## src/rtl/instr_mem_loader_pkg.sv

```systemverilog
// Shared constants and state encoding for the boot-time instruction loader.
// Optional LOADER_CHECKSUM_EN adds a trailing XOR checksum byte (CHECK state).
package instr_mem_loader_pkg;

    localparam int unsigned IMEM_DEPTH_WORDS = 64;
    localparam logic [31:0] IMEM_BASE_ADDR   = 32'h0000_0000;
    localparam int unsigned WORD_BYTES       = 4;
    localparam int unsigned HDR_BYTES        = 2;
    localparam int unsigned LDR_CNT_W        = 16;

    typedef enum logic [2:0] {
        ST_LEN_LO,
        ST_LEN_HI,
        ST_BYTE,
        ST_WRITE,
        ST_DONE,
        ST_ERROR
`ifdef LOADER_CHECKSUM_EN
        , ST_CHECK
`endif
    } state_e;

endpackage

```

## src/rtl/loader_word_assembler.sv

```systemverilog
// Little-endian byte-to-word assembler for the instruction loader.
// Flags word completion combinationally on the transfer of the last lane.
module loader_word_assembler
    import instr_mem_loader_pkg::*;
(
    input  logic                    clk,
    input  logic                    reset,
    input  logic                    clear_i,
    input  logic                    byte_xfer_i,
    input  logic [7:0]              byte_i,
    output logic [8*WORD_BYTES-1:0] word_o,
    output logic                    word_done_o
);

    localparam int unsigned LANE_W = $clog2(WORD_BYTES);

    logic [LANE_W-1:0]       lane_q, lane_d;
    logic [8*WORD_BYTES-1:0] word_q, word_d;

    always_comb begin
        lane_d = lane_q;
        word_d = word_q;
        if (clear_i) begin
            lane_d = '0;
        end else if (byte_xfer_i) begin
            word_d[8*lane_q +: 8] = byte_i;
            lane_d = lane_q + 1'b1;
        end
    end

    always_ff @(posedge clk) begin
        if (reset) begin
            lane_q <= '0;
            word_q <= '0;
        end else begin
            lane_q <= lane_d;
            word_q <= word_d;
        end
    end

    assign word_o      = word_q;
    assign word_done_o = byte_xfer_i && (lane_q == LANE_W'(WORD_BYTES - 1));

endmodule

```

## src/rtl/instr_mem_loader.sv

```systemverilog
// Boot loader: streams a length-prefixed image into instruction memory
// and holds the core in reset until it is complete (LOADER_CHECKSUM_EN optional).
module instr_mem_loader
    import instr_mem_loader_pkg::*;
#(
    parameter int unsigned DEPTH_WORDS = IMEM_DEPTH_WORDS,
    parameter logic [31:0] BASE_ADDR   = IMEM_BASE_ADDR,
    parameter int unsigned CNT_W       = LDR_CNT_W
) (
    input  logic             clk,
    input  logic             reset,
    input  logic             in_valid,
    input  logic [7:0]       in_data,
    output logic             in_ready,
    input  logic             reload,
    output logic             imem_we,
    output logic [31:0]      imem_addr,
    output logic [31:0]      imem_wd,
    output logic             core_reset,
    output logic             load_done,
    output logic             load_error,
    output logic [CNT_W-1:0] words_loaded
);

`ifdef LOADER_CHECKSUM_EN
    localparam state_e ST_TAIL = ST_CHECK;
`else
    localparam state_e ST_TAIL = ST_DONE;
`endif

    state_e                   state_q, state_d;
    logic [8*HDR_BYTES-1:0]   n_q, n_d;
    logic [8*HDR_BYTES-1:0]   hdr_n;
    logic [CNT_W-1:0]         cnt_q, cnt_d;
    logic                     xfer;
    logic                     word_done;
    logic [8*WORD_BYTES-1:0]  asm_word;

`ifdef LOADER_CHECKSUM_EN
    logic [7:0] csum_q, csum_d;
    assign in_ready = state_q inside {ST_LEN_LO, ST_LEN_HI, ST_BYTE, ST_CHECK};
`else
    assign in_ready = state_q inside {ST_LEN_LO, ST_LEN_HI, ST_BYTE};
`endif

    assign xfer  = in_valid && in_ready;
    assign hdr_n = {in_data, n_q[7:0]};

    loader_word_assembler u_asm (
        .clk         (clk),
        .reset       (reset),
        .clear_i     (state_q != ST_BYTE),
        .byte_xfer_i (xfer && (state_q == ST_BYTE)),
        .byte_i      (in_data),
        .word_o      (asm_word),
        .word_done_o (word_done)
    );

    always_comb begin
        state_d = state_q;
        n_d     = n_q;
        cnt_d   = cnt_q;
        imem_we = 1'b0;
`ifdef LOADER_CHECKSUM_EN
        csum_d  = csum_q;
`endif
        unique case (state_q)
            ST_LEN_LO: begin
                if (in_valid) begin
                    n_d[7:0] = in_data;
                    state_d  = ST_LEN_HI;
                end
            end
            ST_LEN_HI: begin
                if (in_valid) begin
                    n_d   = hdr_n;
                    cnt_d = '0;
                    if (hdr_n == '0)
                        state_d = ST_TAIL;
                    else if (32'(hdr_n) > DEPTH_WORDS)
                        state_d = ST_ERROR;
                    else
                        state_d = ST_BYTE;
                end
            end
            ST_BYTE: begin
                if (word_done)
                    state_d = ST_WRITE;
            end
            ST_WRITE: begin
                imem_we = 1'b1;
                cnt_d   = cnt_q + 1'b1;
                if (32'(cnt_q) + 32'd1 == 32'(n_q))
                    state_d = ST_TAIL;
                else
                    state_d = ST_BYTE;
            end
`ifdef LOADER_CHECKSUM_EN
            ST_CHECK: begin
                if (in_valid)
                    state_d = (in_data == csum_q) ? ST_DONE : ST_ERROR;
            end
`endif
            ST_DONE, ST_ERROR: begin
                if (reload) begin
                    state_d = ST_LEN_LO;
                    cnt_d   = '0;
`ifdef LOADER_CHECKSUM_EN
                    csum_d  = '0;
`endif
                end
            end
            default: state_d = ST_LEN_LO;
        endcase
`ifdef LOADER_CHECKSUM_EN
        // Running XOR covers header and payload, never the checksum byte itself
        if (xfer && (state_q != ST_CHECK))
            csum_d = csum_q ^ in_data;
`endif
    end

    always_ff @(posedge clk) begin
        if (reset) begin
            state_q <= ST_LEN_LO;
            n_q     <= '0;
            cnt_q   <= '0;
        end else begin
            state_q <= state_d;
            n_q     <= n_d;
            cnt_q   <= cnt_d;
        end
    end

`ifdef LOADER_CHECKSUM_EN
    always_ff @(posedge clk) begin
        if (reset)
            csum_q <= '0;
        else
            csum_q <= csum_d;
    end
`endif

    assign imem_addr    = BASE_ADDR + (32'(cnt_q) << 2);
    assign imem_wd      = asm_word;
    assign load_done    = (state_q == ST_DONE);
    assign load_error   = (state_q == ST_ERROR);
    assign core_reset   = (state_q != ST_DONE);
    assign words_loaded = cnt_q;

endmodule
```

## config.mk

```make
export PLATFORM = sky130hd
export DESIGN_NAME = instr_mem_loader
export DESIGN_NICKNAME = d
export VERILOG_FILES = /design/src/rtl/instr_mem_loader_pkg.sv /design/src/rtl/loader_word_assembler.sv /design/src/rtl/instr_mem_loader.sv
export SDC_FILE = /design/constraint.sdc
export NUM_CORES = 1
export LEC_CHECK = 0
export CAP_MARGIN = 15
export CORE_MARGIN = 2
export CORE_UTILIZATION = 45
export DETAILED_ROUTE_END_ITERATION = 10
export PLACE_DENSITY = 0.7
export SETUP_SLACK_MARGIN = 0.2
export SLEW_MARGIN = 10
export SYNTH_ARGS = -nofsm -noshare
export SYNTH_HDL_FRONTEND = slang
export SYNTH_SLANG_ARGS = --single-unit
```

## constraint.sdc

```tcl
create_clock -name clk -period 2.8 [get_ports clk]
set_input_delay 0.7 -clock clk [delete_from_list [all_inputs] [get_ports clk]]
set_output_delay 0.7 -clock clk [all_outputs]
set_load 0.02 [all_outputs]
```

==> results of run 1 <==
[worst max path at each step]
stage / startpoint / slack [ps] / depth (start not counted) / end
after floorplan: words_loaded[0]$_SDFFE_PP0P_ / 360 / 8 / state_q[1]$_SDFFE_PP0P_
after CTS: state_q[0]$_SDFFE_PP0P_ / 240 / 3 / imem_we
after global routing: words_loaded[1]$_SDFFE_PP0P_ / 210 / 7 / state_q[1]$_SDFFE_PP0P_
after detailed placement: in_valid / -80 / 6 / words_loaded[13]$_SDFFE_PP0P_
after global placement: in_valid / 70 / 6 / words_loaded[12]$_SDFFE_PP0P_
final: state_q[1]$_SDFFE_PP0P_ / 330 / 3 / imem_we
[cell families after synthesis]
family | after synthesis | share of synthesized area [%]
adder cells (fa/ha/maj) | 6 | 1.98
AND/OR/NAND/NOR | 210 | 28.5
multiplexers | 5 | 1.35
AO/OA/AOI/OAI | 102 | 15.1
other | 1 | 0.0990
flip-flops | 69 | 36.5
buffers and inverters | 66 | 10.8
XOR/XNOR | 23 | 5.71
[layout make-up]
cell class	instances	share of cell area, %
Multi-Input combinational cell	362	42.9
Clock buffer	9	2.58
Clock inverter	6	1.85
Tap cell	105	2.74
Sequential cell	69	28.8
Inverter	8	0.626
Timing Repair Buffer	105	20.5
[state kept, by name, summed over array words and instances, names as in the netlist]
signal,count
u_asm.lane_q,2
state_q,3
u_asm.word_o,32
words_loaded,16
n_q,16
[repair_timing]
action,4_1_cts,5_1_grt
hold endpoints to repair,0,0
setup endpoints to repair,2,3
pin swaps,0,0
resized for setup,1,2
[report_power, final]
group          internal, W  switching (W)  leakage, nW  total, W
Clock             0.000496       0.000394        0.101  0.000890
Sequential        0.000997      0.0000233        0.558   0.00102
Combinational    0.0000783       0.000118         1.04  0.000196
Total              0.00157       0.000536         1.70   0.00211
[through the flow]
stage / hold WS, ps / cells / util (%) / cell area (sq um)
after floorplan: 448 / 497 / - / 3840
after global placement: 437 / 648 / 55.9 / 4570
after detailed placement: 447 / 648 / 55.9 / 4570
after CTS: 460 / 663 / 58.5 / 4790
after global routing: 477 / 664 / 58.7 / 4800
final: 457 / 664 / 58.7 / 4800
[worst register-to-register path, delay by kind of cell (launching register included)]
family,cells,cell delay (ps)
AO/OA/AOI/OAI,3,870
XOR/XNOR,2,370
flip-flops,1,530
AND/OR/NAND/NOR,1,570
[metal layers]
metal  share of wire (%)  up-vias  global-route usage, %
li1                    -     1764                      -
met1                  43     1604                   27.5
met2                  48      134                   37.3
met3                 7.9       12                   6.89
met4                 1.4        0                   9.64
met5                   0        -                      0
[placed cells by master (no fill, tap or decap), types with 3 or more instances in the layout]
cell type and instances:
o21ai_0 14, nor3_1 7, nor3b_1 6, xor2_1 7, nor4_1 3, nand2b_1 5
a31oi_1 3, xnor2_1 14, dfxtp_1 67, or4_2 3, and2_1 6, nand3b_1 4
buf_4 25, ha_1 6, nor2_1 32, mux2i_1 4, conb_1 16, inv_1 7
a21oi_1 69, nand3_1 37, nand2_1 80, clkbuf_8 9, clkdlybuf4s50_1 79
==> flow_metrics.env, run 1 <==
export IMPL_status="finished clean"
export IMPL_multi_input_area_sq_mm=0.00206
export IMPL_fin_crit_ps=2470
export IMPL_async_flop_share_pct=0
export IMPL_setup_viol=0
export IMPL_hp_class="reg2reg"
export IMPL_cp_max_fo=12
export IMPL_crit_path_end_kind="primary output"
export IMPL_timing_reg2reg_setup_slack_ps=360
export IMPL_drive_above_1_share_pct=11.4
export IMPL_required_ps=2100
export IMPL_grt_max_degree=50
export IMPL_path_cells="nand3b_1 > clkinv_1 > clkdlybuf4s50_1"
export IMPL_clock_path_buffers=2
export IMPL_setup_tns_ps=0
export IMPL_die_area_sq_mm=0.00917
export IMPL_clock_skew_ps=4.87
export IMPL_core_area_sq_mm=0.00818
export IMPL_slowest_stage="clkdlybuf4s50_1"
export IMPL_cts_clk_slew_worst_paths_ps=80
export IMPL_initial_utilization_pct=46.3
export IMPL_ys_warn_count=0
export IMPL_grt_overflow_total=0
export IMPL_cts_setup_buffers=0
export IMPL_ff2ff_path_depth=6
export IMPL_arrival_ps=1770
export IMPL_seq_area_frac_synth_pct=36.5
export IMPL_final_max_slew_viol_count=0
export IMPL_dr_pass1_iters=4
export IMPL_postLayoutSetupSlackWorst_ps=330
export IMPL_min_from="u_asm.word_o[1]$_SDFFE_PP0P_"
export IMPL_rows=33
export IMPL_cpLargestDelayFamily="buffers and inverters"
export IMPL_die_width_microns=95.8
export IMPL_synth_ff_type="dfxtp_1"
export IMPL_first_iter_violations=168
export IMPL_syn_inst=482
export IMPL_dpl_worst_slack_ps=-79.7
export IMPL_cts_hold_buf=0
export IMPL_cpPeakStageDelay_ps=610
export IMPL_yosys_top_cells_area="dfxtp_1 (36%), a21oi_1 (9.1%), nand2_1 (7.9%)"
export IMPL_tritoncts="yes"
export IMPL_finalCritPeriodShare_pct=88.2
export IMPL_numCtsBuffers=9
export IMPL_final_nets=573
export IMPL_vdd_drop_max_mv=0.266
export IMPL_ys_types=62
export IMPL_grtUsageTotal_pct=22.7
export IMPL_syn2layout_area_growth_pct=26.6
export IMPL_regArea_sq_mm=0.00138
export IMPL_ys_top_cells_by_count="nand2_1 (80), a21oi_1 (69), dfxtp_1 (69), nand3_1 (37)"
export IMPL_cap_violations=0
export IMPL_reg2reg_from="words_loaded[11]$_SDFFE_PP0P_"
export IMPL_hold_violations=0
export IMPL_synth_area_sq_mm=0.00379
export IMPL_powerDensity_mw_per_mm2=439
export IMPL_whs_path_depth=2
export IMPL_fillers=758
export IMPL_rsz0062_at_grt="false"
export IMPL_totalPowerFinal_w=0.00211
export IMPL_worstMarginPinSlew_ps=498
export IMPL_min_to="u_asm.word_o[1]$_SDFFE_PP0P_"
export IMPL_slew_headroom_pct=66.8
export IMPL_yosysTopAreaCellShare_pct=36.5
export IMPL_fmax_ghz=0.405
export IMPL_gp_congestion=0.851
export IMPL_clock_sinks=69
export IMPL_vias=3514
export IMPL_grt_pass1_wl_microns=16100
export IMPL_grt_pass1_vias=3393
export IMPL_critPathBufInv=2
export IMPL_io_pins=97
export IMPL_antenna_found_initial=0
export IMPL_portBuffers=80
export IMPL_h_tree_depth=3
export IMPL_via_per_inst=5.29
export IMPL_cts_root_buf="clkbuf_8"
export IMPL_drc=0
export IMPL_wl_per_cell_microns=14.6
export IMPL_ant_nets=0
export IMPL_dpl_hpwl_microns=6860
export IMPL_leakagePower_nw=1.70
export IMPL_yosysMostFrequentCell="nand2_1"
export IMPL_wl_microns=9710
export IMPL_clkLatencyLatePin_ps=350
export IMPL_crit_path_start_kind="flop"
export IMPL_critPathKind="reg2out"
export IMPL_post_synth_cell_area_avg_sq_um=7.86
export IMPL_synth_top_cell_by_area="dfxtp_1"
export IMPL_die_h_microns=95.8
export IMPL_synth_edf_count=0
export IMPL_ys_seq_elements=69
export IMPL_r2r_end="state_q[1]$_SDFFE_PP0P_"
export IMPL_diodes=0
Note: power is estimated with default switching activity, not from simulation.
==> inputs of run 2 (changes only) <==
ABC_AREA = 1   (was unset)
SYNTH_HIERARCHICAL = 1   (was unset)
==> flow_metrics.env, run 2 <==
export IMPL_status="finished clean"
export IMPL_top_layer_used="met4"
export IMPL_clock_skew_ps=8.84
export IMPL_grt_pass1_vias=3429
export IMPL_required_ps=2100
export IMPL_worstMarginPinSlew_ps=563
export IMPL_vias=3746
export IMPL_wl_per_cell_microns=13.3
export IMPL_antenna_found_initial=0
export IMPL_crit_end="core_reset"
export IMPL_timing_reg2reg_setup_slack_ps=540
export IMPL_yosysMostFrequentCell="nand2_1"
export IMPL_layout_commonest_cell="nand2_1"
export IMPL_clock_path_buffers=2
export IMPL_seq_area_frac_synth_pct=35.4
export IMPL_syn_inst=569
export IMPL_crit_path_start_kind="flop"
export IMPL_portBuffers=80
export IMPL_setup_tns_ps=0
export IMPL_die_area_sq_mm=0.00943
export IMPL_critPathKind="reg2out"
export IMPL_grt_pass1_wl_microns=16500
export IMPL_yosys_top_cells_area="dfxtp_1 (35%), nand2_1 (16%), a21oi_1 (8.0%)"
export IMPL_dr_pass1_iters=5
export IMPL_cts_hold_buf=0
export IMPL_numCtsBuffers=9
export IMPL_syn2layout_area_growth_pct=24.2
export IMPL_cts_clk_slew_worst_paths_ps=90
export IMPL_die_width_microns=97.1
export IMPL_wl_microns=9880
export IMPL_first_iter_violations=186
export IMPL_cp_max_fo=6
export IMPL_leakagePower_nw=1.83
export IMPL_drc=0
export IMPL_totalPowerFinal_w=0.00218
export IMPL_post_synth_cell_area_avg_sq_um=6.86
export IMPL_r2r_end="state_q[1]$_SDFFE_PP0P_"
export IMPL_rsz0062_at_grt="false"
export IMPL_grtUsageTotal_pct=21.2
export IMPL_ant_nets=0
export IMPL_hp_class="reg2reg"
export IMPL_initial_utilization_pct=47.0
export IMPL_tritoncts="yes"
export IMPL_vdd_drop_max_mv=0.267
export IMPL_synth_ff_type="dfxtp_1"
export IMPL_h_tree_depth=3
export IMPL_dpl_hpwl_microns=7240
export IMPL_grt_overflow_total=0
export IMPL_setup_viol=0
export IMPL_largest_reg_flops=32
export IMPL_die_h_microns=97.1
export IMPL_synth_edf_count=0
export IMPL_final_nets=653
export IMPL_cp_startpoint="state_q[1]$_SDFFE_PP0P_"
export IMPL_async_flop_share_pct=0
export IMPL_ff2ff_path_depth=14
export IMPL_synth_area_sq_mm=0.00390
export IMPL_synth_top_cell_by_area="dfxtp_1"
export IMPL_core_area_sq_mm=0.00830
export IMPL_fmax_ghz=0.419
export IMPL_cap_violations=0
export IMPL_final_max_slew_viol_count=0
export IMPL_finalCritPeriodShare_pct=85.3
export IMPL_reg2reg_from="words_loaded[0]$_SDFFE_PP0P_"
export IMPL_cts_root_buf="clkbuf_8"
export IMPL_arrival_ps=1690
export IMPL_grt_max_degree=32
export IMPL_route_met3_wl_microns=656
export IMPL_slew_headroom_pct=62.4
export IMPL_powerDensity_mw_per_mm2=449
export IMPL_drive_above_1_share_pct=8.28
export IMPL_diodes=0
export IMPL_crit_path_end_kind="primary output"
export IMPL_clock_sinks=69
export IMPL_gp_congestion=0.961
export IMPL_yosysTopAreaCellShare_pct=35.4
export IMPL_cts_setup_buffers=0
export IMPL_layout_common_cells="nand2_1 (165), clkdlybuf4s50_1 (78), dfxtp_1 (69), a21oi_1 (62), inv_1 (56)"
export IMPL_via_per_inst=5.03
export IMPL_ys_seq_elements=69
export IMPL_io_pins=97
export IMPL_hold_violations=0
export IMPL_met2_length_microns=4480
export IMPL_ys_top_cells_by_count="nand2_1 (165), dfxtp_1 (69), a21oi_1 (62), inv_1 (56), nor2_1 (51)"
export IMPL_clkLatencyLatePin_ps=350
export IMPL_ys_types=35
export IMPL_fin_crit_ps=2390
export IMPL_ys_warn_count=6
export IMPL_wl_met1_microns=4630
export IMPL_rows=33
run 2: cell types whose count changed in the layout (fill, tap and decap cells not counted), moves of 7 or more:
cell,previous run,this run
buf_4,25,5
nor2_1,32,51
inv_1,7,56
nand2_1,80,165
a21oi_1,69,62
xnor2_1,14,3
o21ai_0,14,23
run 2: worst min path at each step:
stage               slack (ps)                       endpoint                     startpoint  depth (start not counted)
global placement           450  u_asm/word_o[24]$_SDFFE_PP0P_  u_asm/word_o[24]$_SDFFE_PP0P_                          2
detailed placement         460  u_asm/word_o[12]$_SDFFE_PP0P_  u_asm/word_o[12]$_SDFFE_PP0P_                          2
floorplan                  440           n_q[10]$_SDFFE_PP0P_           n_q[10]$_SDFFE_PP0P_                          2
CTS                        470  u_asm/word_o[12]$_SDFFE_PP0P_  u_asm/word_o[12]$_SDFFE_PP0P_                          2
finish                     470  u_asm/word_o[12]$_SDFFE_PP0P_  u_asm/word_o[12]$_SDFFE_PP0P_                          2
global route               480   u_asm/word_o[4]$_SDFFE_PP0P_   u_asm/word_o[4]$_SDFFE_PP0P_                          2
run 2: area by class of cell:
type / instances / area [sq um]
repair buffers: 85 / 836
well taps: 105 / 131
multi-input cells: 412 / 2050
clock buffers: 9 / 124
inverters: 58 / 225
flip-flops and latches: 69 / 1380
clock inverters: 7 / 97.6
fillers: 800 / 3450
run 2: cell families after synthesis:
logic type / synth area share (%)
simple gates: 34.4
buf+inv: 13.4
compound gates: 12.2
flops: 35.4
xor+xnor: 2.53
fa+ha+maj: 1.92
other cells: 0.0961
run 2: metal layers:
layer | up-vias | GRT usage [%]
met2 | 131 | 33.3
met5 | - | 0
met3 | 13 | 5.40
li1 | 1905 | -
met1 | 1697 | 29.3
met4 | 0 | 5.20
run 2: where the power goes:
group | total, W | leakage [nW] | internal [W] | switching [W]
Clock | 0.000921 | 0.106 | 0.000504 | 0.000417
Combinational | 0.000227 | 1.17 | 0.0000758 | 0.000151
Sequential | 0.00103 | 0.559 | 0.00101 | 0.0000208
run 2: stage by stage:
step	worst slack (ps)	instances	hold WS (ps)	util, %	area [sq um]
after CTS	280	745	472	58.4	4840
after global routing	222	745	484	58.4	4850
after floorplan	863	584	444	-	3960
after detailed placement	421	729	459	55.7	4620
after global placement	478	729	455	55.7	4620
final	412	745	468	58.4	4850
run 2: repair_timing:
| action | in CTS | in global routing |
|---|---|---|
| endpoints found under the hold margin | 0 | 0 |
| setup endpoints to repair | 0 | 1 |
| gates resized for setup | 0 | 1 |
run 2: worst max-delay path: stages, from the launching register on:
cell	delay (ps)
dfxtp_1	420
inv_1	100
nand2_1	120
nor2_1	60
inv_1	50
clkdlybuf4s50_1	590
==> inputs of run 3 (changes only) <==
CTS_BUF_LIST = sky130_fd_sc_hd__clkbuf_8   (was unset)
PLACE_DENSITY = 0.74   (was 0.7)
SLEW_MARGIN = 20   (was 10)
==> flow_metrics.env, run 3 (synthesis results as in run 2) <==
export IMPL_status="finished clean"
export IMPL_dpl_hpwl_microns=7420
export IMPL_p_int_w=0.00141
export IMPL_final_max_slew_viol_count=0
export IMPL_fmax_ghz=0.416
export IMPL_clkPwrFrac_pct=37.4
export IMPL_cpLargestDelayFamily="buffers and inverters"
export IMPL_clock_sinks=69
export IMPL_power_switching_w=0.000597
export IMPL_slowest_stage="clkdlybuf4s50_1"
export IMPL_layout_common_cells="nand2_1 (165), clkdlybuf4s50_1 (78), dfxtp_1 (69), a21oi_1 (62), inv_1 (57)"
export IMPL_powerDensity_mw_per_mm2=417
export IMPL_core_area_sq_mm=0.00830
export IMPL_die_h_microns=97.1
export IMPL_cts_clk_slew_worst_paths_ps=80
export IMPL_die_width_microns=97.1
export IMPL_switching_share_pct=29.8
export IMPL_grt_pass1_wl_microns=16600
export IMPL_portBuffers=80
export IMPL_initial_utilization_pct=47.0
export IMPL_first_iter_violations=236
export IMPL_setup_tns_ps=0
export IMPL_cp_max_fo=6
export IMPL_arrival_ps=1700
export IMPL_hp_class="reg2reg"
export IMPL_clock_path_buffers=2
export IMPL_slew_headroom_pct=59.5
export IMPL_via_per_inst=5.03
export IMPL_grt_overflow_total=0
export IMPL_path_cells="inv_1 > nand2_1 > nor2_1 > inv_1 > clkdlybuf4s50_1"
export IMPL_drc=0
export IMPL_layout_commonest_cell="nand2_1"
export IMPL_dr_pass1_iters=4
export IMPL_gp_congestion=0.894
export IMPL_final_nets=653
export IMPL_wl_per_cell_microns=13.5
export IMPL_ant_nets=0
export IMPL_path_common_cell="inv_1"
export IMPL_worstMarginPinSlew_ps=606
export IMPL_required_ps=2100
export IMPL_grt_pass1_vias=3528
export IMPL_combPwrFrac_pct=11.3
export IMPL_totalPowerFinal_w=0.00200
export IMPL_clock_skew_ps=9.99
export IMPL_fin_crit_ps=2400
export IMPL_drive_above_1_share_pct=8.13
export IMPL_antenna_found_initial=0
export IMPL_numCtsBuffers=9
export IMPL_place_area_sq_mm=0.00462
export IMPL_setup_viol=0
export IMPL_die_area_sq_mm=0.00943
export IMPL_critPathBufInv=3
export IMPL_crit_path_start_kind="flop"
export IMPL_cts_root_buf="clkbuf_8"
export IMPL_crit_path_end_kind="primary output"
export IMPL_critPathKind="reg2out"
export IMPL_h_tree_depth=3
export IMPL_cap_violations=0
export IMPL_seqPwrFrac_pct=51.3
export IMPL_grtUsageTotal_pct=21.3
export IMPL_leakagePower_nw=1.81
export IMPL_hold_violations=0
export IMPL_fillers=779
export IMPL_final_design_area_no_fill_sq_mm=0.00480
export IMPL_tritoncts="yes"
export IMPL_rsz0062_at_grt="false"
export IMPL_syn2layout_area_growth_pct=23.1
export IMPL_grt_max_degree=32
export IMPL_finalCritPeriodShare_pct=85.8
export IMPL_clkLatencyLatePin_ps=350
export IMPL_vdd_drop_max_mv=0.271
export IMPL_cpPeakStageDelay_ps=590
export IMPL_vias=3745
export IMPL_io_pins=97
export IMPL_rows=33
export IMPL_largest_reg_flops=32
export IMPL_wl_microns=10000
export IMPL_diodes=0
run 3: cell count changes in the layout (fill, tap and decap cells not counted):
cell and delta:
clkinv_2 -1, clkinv_4 -1, clkinvlp_4 +2, bufinv_16 -2, inv_6 +1, inv_1 +1
run 3: per-stage QoR:
step	instances	worst slack (ps)	hold WS (ps)	utilization, %
after global routing	745	294	489	57.8
after detailed placement	729	392	460	55.7
after global placement	729	485	455	55.7
after CTS	745	280	472	57.8
after floorplan	584	863	444	-
final	745	398	471	57.8
run 3: per-layer routing:
| layer | vias to the layer above | track usage [%] | wire, microns |
|---|---|---|---|
| met2 | 123 | 35.0 | 4680 |
| met5 | - | 0 | 0 |
| li1 | 1901 | - | - |
| met1 | 1708 | 28.0 | 4650 |
| met4 | 0 | 7.91 | 137 |
| met3 | 13 | 3.96 | 577 |
run 3: timing repair:
item,CTS,global route
setup buffers,0,0
gates resized for setup,0,1
setup endpoints to repair,0,1
hold endpoints to repair,0,0
hold buffers,0,0
run 3: area by class of cell:
class,count,area (sq um),area share (%)
timing repair buffer,85,836,17.4
tap,105,131,2.74
clock buffer,9,124,2.58
multi-input combinational,412,2050,42.7
clock inverter,7,51.3,1.07
inverter,58,225,4.69
sequential,69,1380,28.8
run 3: power groups by stage:
stage / clock network, W / registers (W) / logic [W]
floorplan: 0 / 0.00104 / 0.000176
global placement: 0 / 0.00105 / 0.000221
detailed placement: 0 / 0.00105 / 0.000224
CTS: 0.000756 / 0.00103 / 0.000224
global route: 0.000800 / 0.00103 / 0.000252
finish: 0.000749 / 0.00103 / 0.000226
run 3: final timing paths:
path	start	end	slack, ps	cells after the start
setup / recovery	state_q[1]$_SDFFE_PP0P_	core_reset	400	5
hold / removal	u_asm/word_o[7]$_SDFFE_PP0P_	u_asm/word_o[7]$_SDFFE_PP0P_	470	2
setup reg to reg	words_loaded[0]$_SDFFE_PP0P_	state_q[1]$_SDFFE_PP0P_	610	16
hold reg to reg	u_asm/word_o[7]$_SDFFE_PP0P_	u_asm/word_o[7]$_SDFFE_PP0P_	470	2
run 3: worst register-to-register path, delay by kind of cell, from the launching register on:
kind,cells,cell delay [ps]
AND/OR/NAND/NOR,14,1320
AO/OA/AOI/OAI,1,60
adder cells (fa/ha/maj),1,230
flip-flops,1,460
